## src/rtl/logic_pkg.sv

```systemverilog
// Shared opcode encodings and helpers for the pipelined logic unit.
package logic_pkg;

    localparam int unsigned OP_W = 4;

    localparam logic [OP_W-1:0] OP_AND         = 4'd0;
    localparam logic [OP_W-1:0] OP_OR          = 4'd1;
    localparam logic [OP_W-1:0] OP_XOR         = 4'd2;
    localparam logic [OP_W-1:0] OP_NOT         = 4'd3;
    localparam logic [OP_W-1:0] OP_NOR         = 4'd4;
    localparam logic [OP_W-1:0] OP_XNOR        = 4'd5;
    localparam logic [OP_W-1:0] OP_NAND        = 4'd6;
    localparam logic [OP_W-1:0] OP_PASS        = 4'd7;
    localparam logic [OP_W-1:0] OP_SHL         = 4'd8;
    localparam logic [OP_W-1:0] OP_SHR         = 4'd9;
    localparam logic [OP_W-1:0] OP_ROL         = 4'd10;
    localparam logic [OP_W-1:0] OP_ROR         = 4'd11;
    localparam logic [OP_W-1:0] OP_ILLEGAL_MIN = 4'd12;

    // Opcodes at or above OP_ILLEGAL_MIN are reserved and flag an error.
    function automatic logic is_legal_op(input logic [OP_W-1:0] op);
        return (op < OP_ILLEGAL_MIN);
    endfunction

endpackage

```

## src/rtl/logic_unit_core.sv

```systemverilog
// Combinational datapath: bitwise ops, logical shifts and rotates on (op, a, b).
module logic_unit_core
    import logic_pkg::*;
#(
    parameter int unsigned W = 16
) (
    input  logic [OP_W-1:0] op,
    input  logic [W-1:0]    a,
    input  logic [W-1:0]    b,
    output logic [W-1:0]    result_c,
    output logic            err_c
);

    localparam int unsigned SH_W = $clog2(W);

    logic [SH_W-1:0] sh;
    logic [SH_W:0]   inv_sh;
    logic [W-1:0]    rol_c;
    logic [W-1:0]    ror_c;

    // Shift amount is B mod W; rotates combine two opposite shifts (a shift by W yields 0).
    always_comb begin
        sh     = b[SH_W-1:0];
        inv_sh = (SH_W+1)'(W) - {1'b0, sh};
        rol_c  = (a << sh) | (a >> inv_sh);
        ror_c  = (a >> sh) | (a << inv_sh);
    end

    // Opcode decode; reserved opcodes produce zero with the error flag set.
    always_comb begin
        result_c = '0;
        err_c    = !is_legal_op(op);
        case (op)
            OP_AND:  result_c = a & b;
            OP_OR:   result_c = a | b;
            OP_XOR:  result_c = a ^ b;
            OP_NOT:  result_c = ~a;
            OP_NOR:  result_c = ~(a | b);
            OP_XNOR: result_c = ~(a ^ b);
            OP_NAND: result_c = ~(a & b);
            OP_PASS: result_c = a;
            OP_SHL:  result_c = a << sh;
            OP_SHR:  result_c = a >> sh;
            OP_ROL:  result_c = rol_c;
            OP_ROR:  result_c = ror_c;
            default: result_c = '0;
        endcase
    end

endmodule

```

## src/rtl/logic_unit_pipe.sv

```systemverilog
// Two-stage pipelined logic unit with valid/ready handshake, accumulator chaining
// and a completed-transaction counter.
module logic_unit_pipe
    import logic_pkg::*;
#(
    parameter int unsigned W     = 16,
    parameter int unsigned CNT_W = 16
) (
    input  logic             clk,
    input  logic             rst,
    input  logic             in_valid,
    output logic             in_ready,
    input  logic [OP_W-1:0]  in_op,
    input  logic [W-1:0]     in_a,
    input  logic [W-1:0]     in_b,
    input  logic             in_use_acc,
    output logic             out_valid,
    input  logic             out_ready,
    output logic [W-1:0]     out_result,
    output logic             out_zero,
    output logic             out_ones,
    output logic             out_parity,
    output logic             out_err,
    output logic [CNT_W-1:0] op_count
);

    logic            s1_valid;
    logic [OP_W-1:0] s1_op;
    logic [W-1:0]    s1_a;
    logic [W-1:0]    s1_b;
    logic            s1_use_acc;
    logic [W-1:0]    acc;

    logic            s2_adv;
    logic            s1_adv;
    logic            in_fire;
    logic            out_fire;
    logic [W-1:0]    a_eff;
    logic [W-1:0]    core_result;
    logic            core_err;

    // Handshake: S2 frees when empty or drained; S1 accepts when empty or advancing.
    always_comb begin
        s2_adv   = !out_valid || out_ready;
        s1_adv   = s1_valid && s2_adv;
        in_ready = !s1_valid || s2_adv;
        in_fire  = in_valid && in_ready;
        out_fire = out_valid && out_ready;
        a_eff    = s1_use_acc ? acc : s1_a;
    end

    logic_unit_core #(
        .W (W)
    ) u_core (
        .op       (s1_op),
        .a        (a_eff),
        .b        (s1_b),
        .result_c (core_result),
        .err_c    (core_err)
    );

    // Stage 1: capture the request operands.
    always_ff @(posedge clk) begin
        if (rst) begin
            s1_valid   <= 1'b0;
            s1_op      <= '0;
            s1_a       <= '0;
            s1_b       <= '0;
            s1_use_acc <= 1'b0;
        end else begin
            if (in_ready) begin
                s1_valid <= in_valid;
            end
            if (in_fire) begin
                s1_op      <= in_op;
                s1_a       <= in_a;
                s1_b       <= in_b;
                s1_use_acc <= in_use_acc;
            end
        end
    end

    // Stage 2: register result, flags and accumulator; hold everything under backpressure.
    always_ff @(posedge clk) begin
        if (rst) begin
            out_valid  <= 1'b0;
            out_result <= '0;
            out_zero   <= 1'b1;
            out_ones   <= 1'b0;
            out_parity <= 1'b0;
            out_err    <= 1'b0;
            acc        <= '0;
        end else begin
            if (s2_adv) begin
                out_valid <= s1_valid;
            end
            if (s1_adv) begin
                out_result <= core_result;
                out_zero   <= (core_result == '0);
                out_ones   <= (core_result == '1);
                out_parity <= ^core_result;
                out_err    <= core_err;
                acc        <= core_result;
            end
        end
    end

    // Count results accepted by the consumer, wrapping naturally.
    always_ff @(posedge clk) begin
        if (rst) begin
            op_count <= '0;
        end else if (out_fire) begin
            op_count <= op_count + CNT_W'(1);
        end
    end

endmodule

```

## config.mk

```make
export PLATFORM = sky130hd
export DESIGN_NAME = logic_unit_pipe
export DESIGN_NICKNAME = d
export VERILOG_FILES = /design/src/rtl/logic_pkg.sv /design/src/rtl/logic_unit_core.sv /design/src/rtl/logic_unit_pipe.sv
export SDC_FILE = /design/constraint.sdc
export NUM_CORES = 1
export LEC_CHECK = 0
export CAP_MARGIN = 20
export CORE_ASPECT_RATIO = 0.8
export CORE_MARGIN = 4
export CORE_UTILIZATION = 55
export CTS_CLUSTER_DIAMETER = 40
export DETAILED_ROUTE_END_ITERATION = 7
export PLACE_DENSITY = 0.87
export SYNTH_ARGS = -nofsm -noshare
export SYNTH_HDL_FRONTEND = slang
export SYNTH_SLANG_ARGS = --single-unit
```

## constraint.sdc

```tcl
create_clock -name clk -period 6.1 [get_ports clk]
set_clock_uncertainty 0.15 [all_clocks]
set_input_delay 1.525 -clock clk [delete_from_list [all_inputs] [get_ports clk]]
set_output_delay 1.525 -clock clk [all_outputs]
set_load 0.01 [all_outputs]
```

==> results of run 1 <==
## final timing paths
kind                            slack, ns  cells after the start          to
worst max-delay path                 0.91                     12  out_parity
worst min-delay path                 0.32                      2     out_err
worst max register to register       0.91                     12  out_parity
worst min register to register       0.32                      2     out_err
## cell usage after synthesis (6+ instances only)
master / number
a211oi_1: 20
a21oi_1: 58
a22oi_1: 20
a31oi_1: 13
a32oi_1: 7
and2_1: 12
and3_1: 8
buf_1: 10
buf_2: 24
buf_6: 6
clkbuf_1: 52
dfxtp_1: 75
ha_1: 52
inv_1: 38
inv_2: 14
mux2_2: 14
mux2i_1: 54
mux2i_2: 10
mux4_2: 54
nand2_1: 156
nand2b_1: 21
nand3_1: 34
nand3b_1: 6
nand4_1: 29
nor2_1: 80
nor2b_1: 15
nor3_1: 22
nor4_1: 8
nor4_2: 6
o2111ai_1: 7
o211ai_1: 8
o21ai_0: 25
o22ai_1: 19
o2bb2ai_1: 6
o32ai_1: 8
xnor2_1: 23
xor2_1: 11
## power by group
part           internal [mW]  switching [mW]
Combinational          0.317           0.470
Clock                  0.287           0.266
Sequential             0.514          0.0699
## layout make-up
cell class              instances  area, µm²
multi-input cells             900       7110
fillers                      1376       6140
flip-flops and latches         75       1510
repair buffers                110       1010
well taps                     220        275
clock buffers                   9        225
inverters                      54        205
clock inverters                 7       68.8
diodes                          3       7.51
## through the flow
step,util,cells,hold WS (ns)
2_1_floorplan,-,1126,0.296
3_5_place_dp,0.611,1358,0.310
6_report,0.629,1378,0.317
5_1_grt,0.629,1376,0.351
4_1_cts,0.628,1374,0.322
3_3_place_gp,0.611,1358,0.298
## per-layer routing
layer / GRT usage / vias to the layer above / routed length [µm]
li1: - / 4273 / -
met1: 0.537 / 4805 / 15200
met2: 0.606 / 1009 / 16300
met3: 0.214 / 248 / 7300
met4: 0.228 / 2 / 2930
met5: 0 / - / 12
## sequential cells by signal, summed over array words and instances, names as in the netlist
register,flops
acc,16
op_count,16
s1_a,16
s1_b,16
s1_op,4
out_err,1
out_ones,1
out_parity,1
out_valid,1
out_zero,1
s1_use_acc,1
s1_valid,1
## worst min-delay path: cells and delay by family (launching register included)
family | cells | cell delay (ns)
flops | 1 | 0.31
simple gates | 1 | 0.06
compound gates | 1 | 0.06
## logic make-up (layout without fill, tap and decap cells)
kind of cell | after synthesis | after routing
adder cells (fa/ha/maj) | 52 | 52
AO/OA/AOI/OAI | 248 | 248
multiplexers | 140 | 140
AND/OR/NAND/NOR | 426 | 426
buffers and inverters | 151 | 180
other | 0 | 3
flip-flops | 75 | 75
XOR/XNOR | 34 | 34
==> out/metrics.yaml, run 1 <==
h-tree-depth: 3
setup_viol: 0
synth-edff-count: 0
endpoint_kind: "register"
synthCells: 1126
timing.max_slew.rel_slack: 0.222
io_pins: 79
hold_viol: 0
grt.overflow.total: 0
power.density_mw_per_mm2: 185
p_total_mw: 1.92
path_class: "register to register"
drt-initial-drc-count: 2225
final_common_cell: "nand2_1"
run_status: "finished clean"
avgSynthCellArea_um2: 8.23
gp_congestion: 1.15
synth_area_mm2: 0.00927
postCtsSetupBuffers: 0
area_delta_synth_final_pct: 12.3
hp-start: "out_err"
r2r-start: "s1_use_acc"
die_w_um: 153
synth_cell_types: 82
synth_xor_area_frac: 0.0321
cts_buffers: 9
drt_pre_antenna_iters: 8
nNetsFinal: 1243
die_y_um: 124
port_buffers: 78
ant_nets: 0
maxCapViolCount: 0
root_buffer: "clkbuf_16"
clock_latency_ns: 0.36
yosysTopAreaCellShare: 0.162
p_leak_nw: 3.79
synth.area.top_cells: "dfxtp_1, mux4_2, ha_1, nand2_1, mux2i_1"
num_rows: 42
crit_path_start_kind: "register"
grt_max_degree: 76
core_mm2: 0.0166
worstSetupStartpoint: "s1_use_acc"
hold_class: "register to register"
grt_setup_unrepaired: "false"
yosysWarnings: 0
setup_ws_ns: 0.914
crit_buf_inv: 2
cts_sinks: 75
min_period_ns: 5.19
synth_mux_area_frac: 0.243
dp.final_hpwl_mm: 31.1
cp_cell_sequence: "buf_4 -> mux2i_2 -> inv_2 -> mux4_2 -> o21ai_0 -> o21ai_0 -> nor3_1 -> ha_1 -> xnor2_1 -> xnor2_1 -> xnor2_1 -> a211oi_1"
grt_pass1_wl_mm: 61.3
post-route-period-util: 0.850
crit_family: "multiplexers"
cts_buffer_depth: 2
synth_fa_ha_area_frac: 0.0702
fmax_mhz: 193
ys_seq_elements: 75
cp.arrival_ns: 5.30
via_count: 10337
viasPerCell: 7.50
cts_tree: "done"
crit_path_top_delay_cell: "nor3_1"
fin_tns_setup_ns: 0
required_ns: 6.21
maxSlewViolCount: 0
ys_seq_area_frac: 0.162
max_slew.worst_pin.slew_ns: 1.13
pre_cts_slack_ns: 1.34
synth_area_leader_cell: "dfxtp_1"
clk_pin_slew_worst_paths_ns: 0.08
ys.flop_type: "dfxtp_1"
grt.total_usage: 0.429
wirelength_mm: 41.7
synth_compound_area_frac: 0.189
layout_common_cells: "nand2_1, nor2_1, clkdlybuf4s50_1"
drc: 0
yosys.area_share.simple: 0.231
antenna_found_initial: 2
dpl-instance-area_mm2: 0.0101
initial_core_util: 0.560
synthesis.nets: 1219
wl_per_cell_um: 30.3
design_area_mm2: 0.0104
drive_gt1_frac: 0.153
slowest_delay_ns: 0.74
cts_resized: 0
path_max_fanout: 46
ir_drop_mv: 0.175
cts_hold_buf: 0
dieArea_mm2: 0.0190
grt_pass1_vias: 9612
cpMostUsedCell: "xnor2_1"
synth_top_family_by_area: "multiplexers"
synthArstFlopShare: 0
(Power assumes the default switching activity.)
==> run 2, diff against run 1 <==
--- a/config.mk
+++ b/config.mk
@@ -11,7 +11,7 @@
 export CORE_UTILIZATION = 55
 export CTS_CLUSTER_DIAMETER = 40
 export DETAILED_ROUTE_END_ITERATION = 7
-export PLACE_DENSITY = 0.87
+export PLACE_DENSITY = 0.9
 export SYNTH_ARGS = -nofsm -noshare
 export SYNTH_HDL_FRONTEND = slang
 export SYNTH_SLANG_ARGS = --single-unit
==> constraint.sdc (replaced) <==
create_clock -name clk -period 4.7 [get_ports clk]
set_clock_uncertainty 0.15 [all_clocks]
set_input_delay 1.175 -clock clk [delete_from_list [all_inputs] [get_ports clk]]
set_output_delay 1.175 -clock clk [all_outputs]
set_load 0.01 [all_outputs]
==> out/metrics.yaml, run 2 (synthesis gave the netlist of run 1 again) <==
cp.arrival_ns: 4.63
register_area_mm2: 0.00151
root_buffer: "clkbuf_16"
wl_per_cell_um: 30.3
io_pins: 79
antenna_found_initial: 1
postCtsSetupBuffers: 0
nFillCells: 1390
reg2reg_depth: 13
viasPerCell: 7.28
drt-initial-drc-count: 2034
hold_viol: 0
hold_path_end: "out_err"
swShare: 0.415
min_period_ns: 4.52
violations: "DRC"
h-tree-depth: 3
power.internal_mw: 1.51
cts_resized: 0
dieArea_mm2: 0.0190
p_comb_frac: 0.431
clk_pin_slew_worst_paths_ns: 0.08
grt_pass1_wl_mm: 64.3
hold_class: "register to register"
nNetsFinal: 1323
wirelength_mm: 44.1
cts_hold_buf: 0
cts_buffer_depth: 2
via_count: 10593
path_class: "register to register"
path_max_fanout: 5
grt_max_degree: 57
cpMostUsedCell: "xnor2_1"
gr-usage-met2: 0.648
core_mm2: 0.0166
drt_pre_antenna_iters: 8
dp.final_hpwl_mm: 34.5
stdcell_count: 1455
clock_latency_ns: 0.36
num_rows: 42
cp_cell_sequence: "inv_1 -> ha_1 -> nor3b_1 -> nor4_2 -> buf_4 -> a22oi_1 -> o211ai_1 -> nor3_1 -> ha_1 -> xnor2_1 -> xnor2_1 -> xnor2_1 -> a211oi_1"
required_ns: 4.81
crit_path_start_kind: "register"
setup_viol: 0
slowest_delay_ns: 0.81
reg2reg_setup_slack_ns: 0.18
max_slew.worst_pin.slew_ns: 1.01
cts_tree: "done"
power.density_mw_per_mm2: 234
maxSlewViolCount: 0
n_antenna_cell: 0
placedCellCount: 1439
pre_cts_slack_ns: 0.510
seqPwrFrac: 0.291
multi_input_area_mm2: 0.00710
met3_usage: 0.214
final_common_cell: "nand2_1"
crit_path_top_delay_cell: "nor3b_1"
ir_drop_mv: 0.187
p_sw_mw: 1.07
drc: 31
run_status: "finished with violations"
timing.max_slew.rel_slack: 0.328
gp_congestion: 1.15
top_usage_layer: "met2"
cts_sinks: 75
fmax_mhz: 221
rr_endpoint: "out_parity"
drive_gt1_frac: 0.206
r2r-start: "s1_b[1]"
grt.total_usage: 0.454
min_path_cells: 2
fin_tns_setup_ns: 0
initial_core_util: 0.560
grt_pass1_vias: 9911
cts_buffers: 9
maxCapViolCount: 0
die_w_um: 153
hp-start: "out_err"
gr-usage-met1: 0.571
p_leak_nw: 4.19
area_delta_synth_final_pct: 19.1
layout_common_cells: "nand2_1, buf_4, nor2_1"
clockPowerShare: 0.279
setup_ws_ns: 0.179
grt.overflow.total: 0
port_buffers: 78
ant_nets: 0
die_y_um: 124
grt_setup_unrepaired: "false"
endpoint_kind: "register"
post-route-period-util: 0.962
run 2: changes by cell type in the layout (fill, tap and decap cells not counted), sizes merged:
cell / before / now
clkinv: 2 / 3
diode: 3 / 0
inv: 57 / 56
buf: 32 / 113
clkbuf: 10 / 9
run 2: per-stage QoR:
stage               area (µm²)  hold slack, ns   util  power, mW
floorplan                 9270           0.296      -       1.40
detailed placement       10700           0.303  0.649       1.81
CTS                      11000           0.312  0.667       2.52
global route             11000           0.336  0.667       2.65
global placement         10700           0.297  0.649       1.80
finish                   11000           0.313  0.667       2.59
run 2: layout make-up:
type | instances | area share
clock buffer | 9 | 0.0204
sequential | 75 | 0.137
clock inverter | 7 | 0.00646
multi-input combinational | 900 | 0.643
inverter | 54 | 0.0186
timing repair buffer | 190 | 0.150
tap | 220 | 0.0249
run 2: worst max-delay path by stage:
stage,from,to,slack (ns),cells after the start
floorplan,s1_b[0],out_parity,0.36,18
global placement,s1_use_acc,out_parity,0.55,12
finish,s1_b[1],out_parity,0.18,13
detailed placement,s1_b[1],out_parity,0.51,13
global route,s1_b[1],out_parity,0.11,13
CTS,s1_b[1],out_parity,0.41,13
run 2: per-layer routing:
| metal | routed length [µm] | vias to the layer above | share of wire |
|---|---|---|---|
| li1 | - | 4424 | - |
| met5 | 11 | - | 0.00025 |
| met2 | 17300 | 1021 | 0.39 |
| met1 | 15700 | 4908 | 0.36 |
| met3 | 8000 | 238 | 0.18 |
| met4 | 2980 | 2 | 0.068 |
run 2: power by group through the flow:
stage | clock [mW] | sequential, mW | combinational [mW]
6_report | 0.721 | 0.752 | 1.11
5_1_grt | 0.750 | 0.750 | 1.15
4_1_cts | 0.722 | 0.742 | 1.06
3_5_place_dp | 0 | 0.756 | 1.05
3_3_place_gp | 0 | 0.755 | 1.05
2_1_floorplan | 0 | 0.718 | 0.680
run 2: critical path: cells and delay by family (launching register included):
kind	cells	cell delay (ns)
compound gates	3	0.77
xor+xnor	3	0.54
fa+ha+maj	2	0.90
buf+inv	2	0.27
flops	1	0.34
simple gates	3	1.43
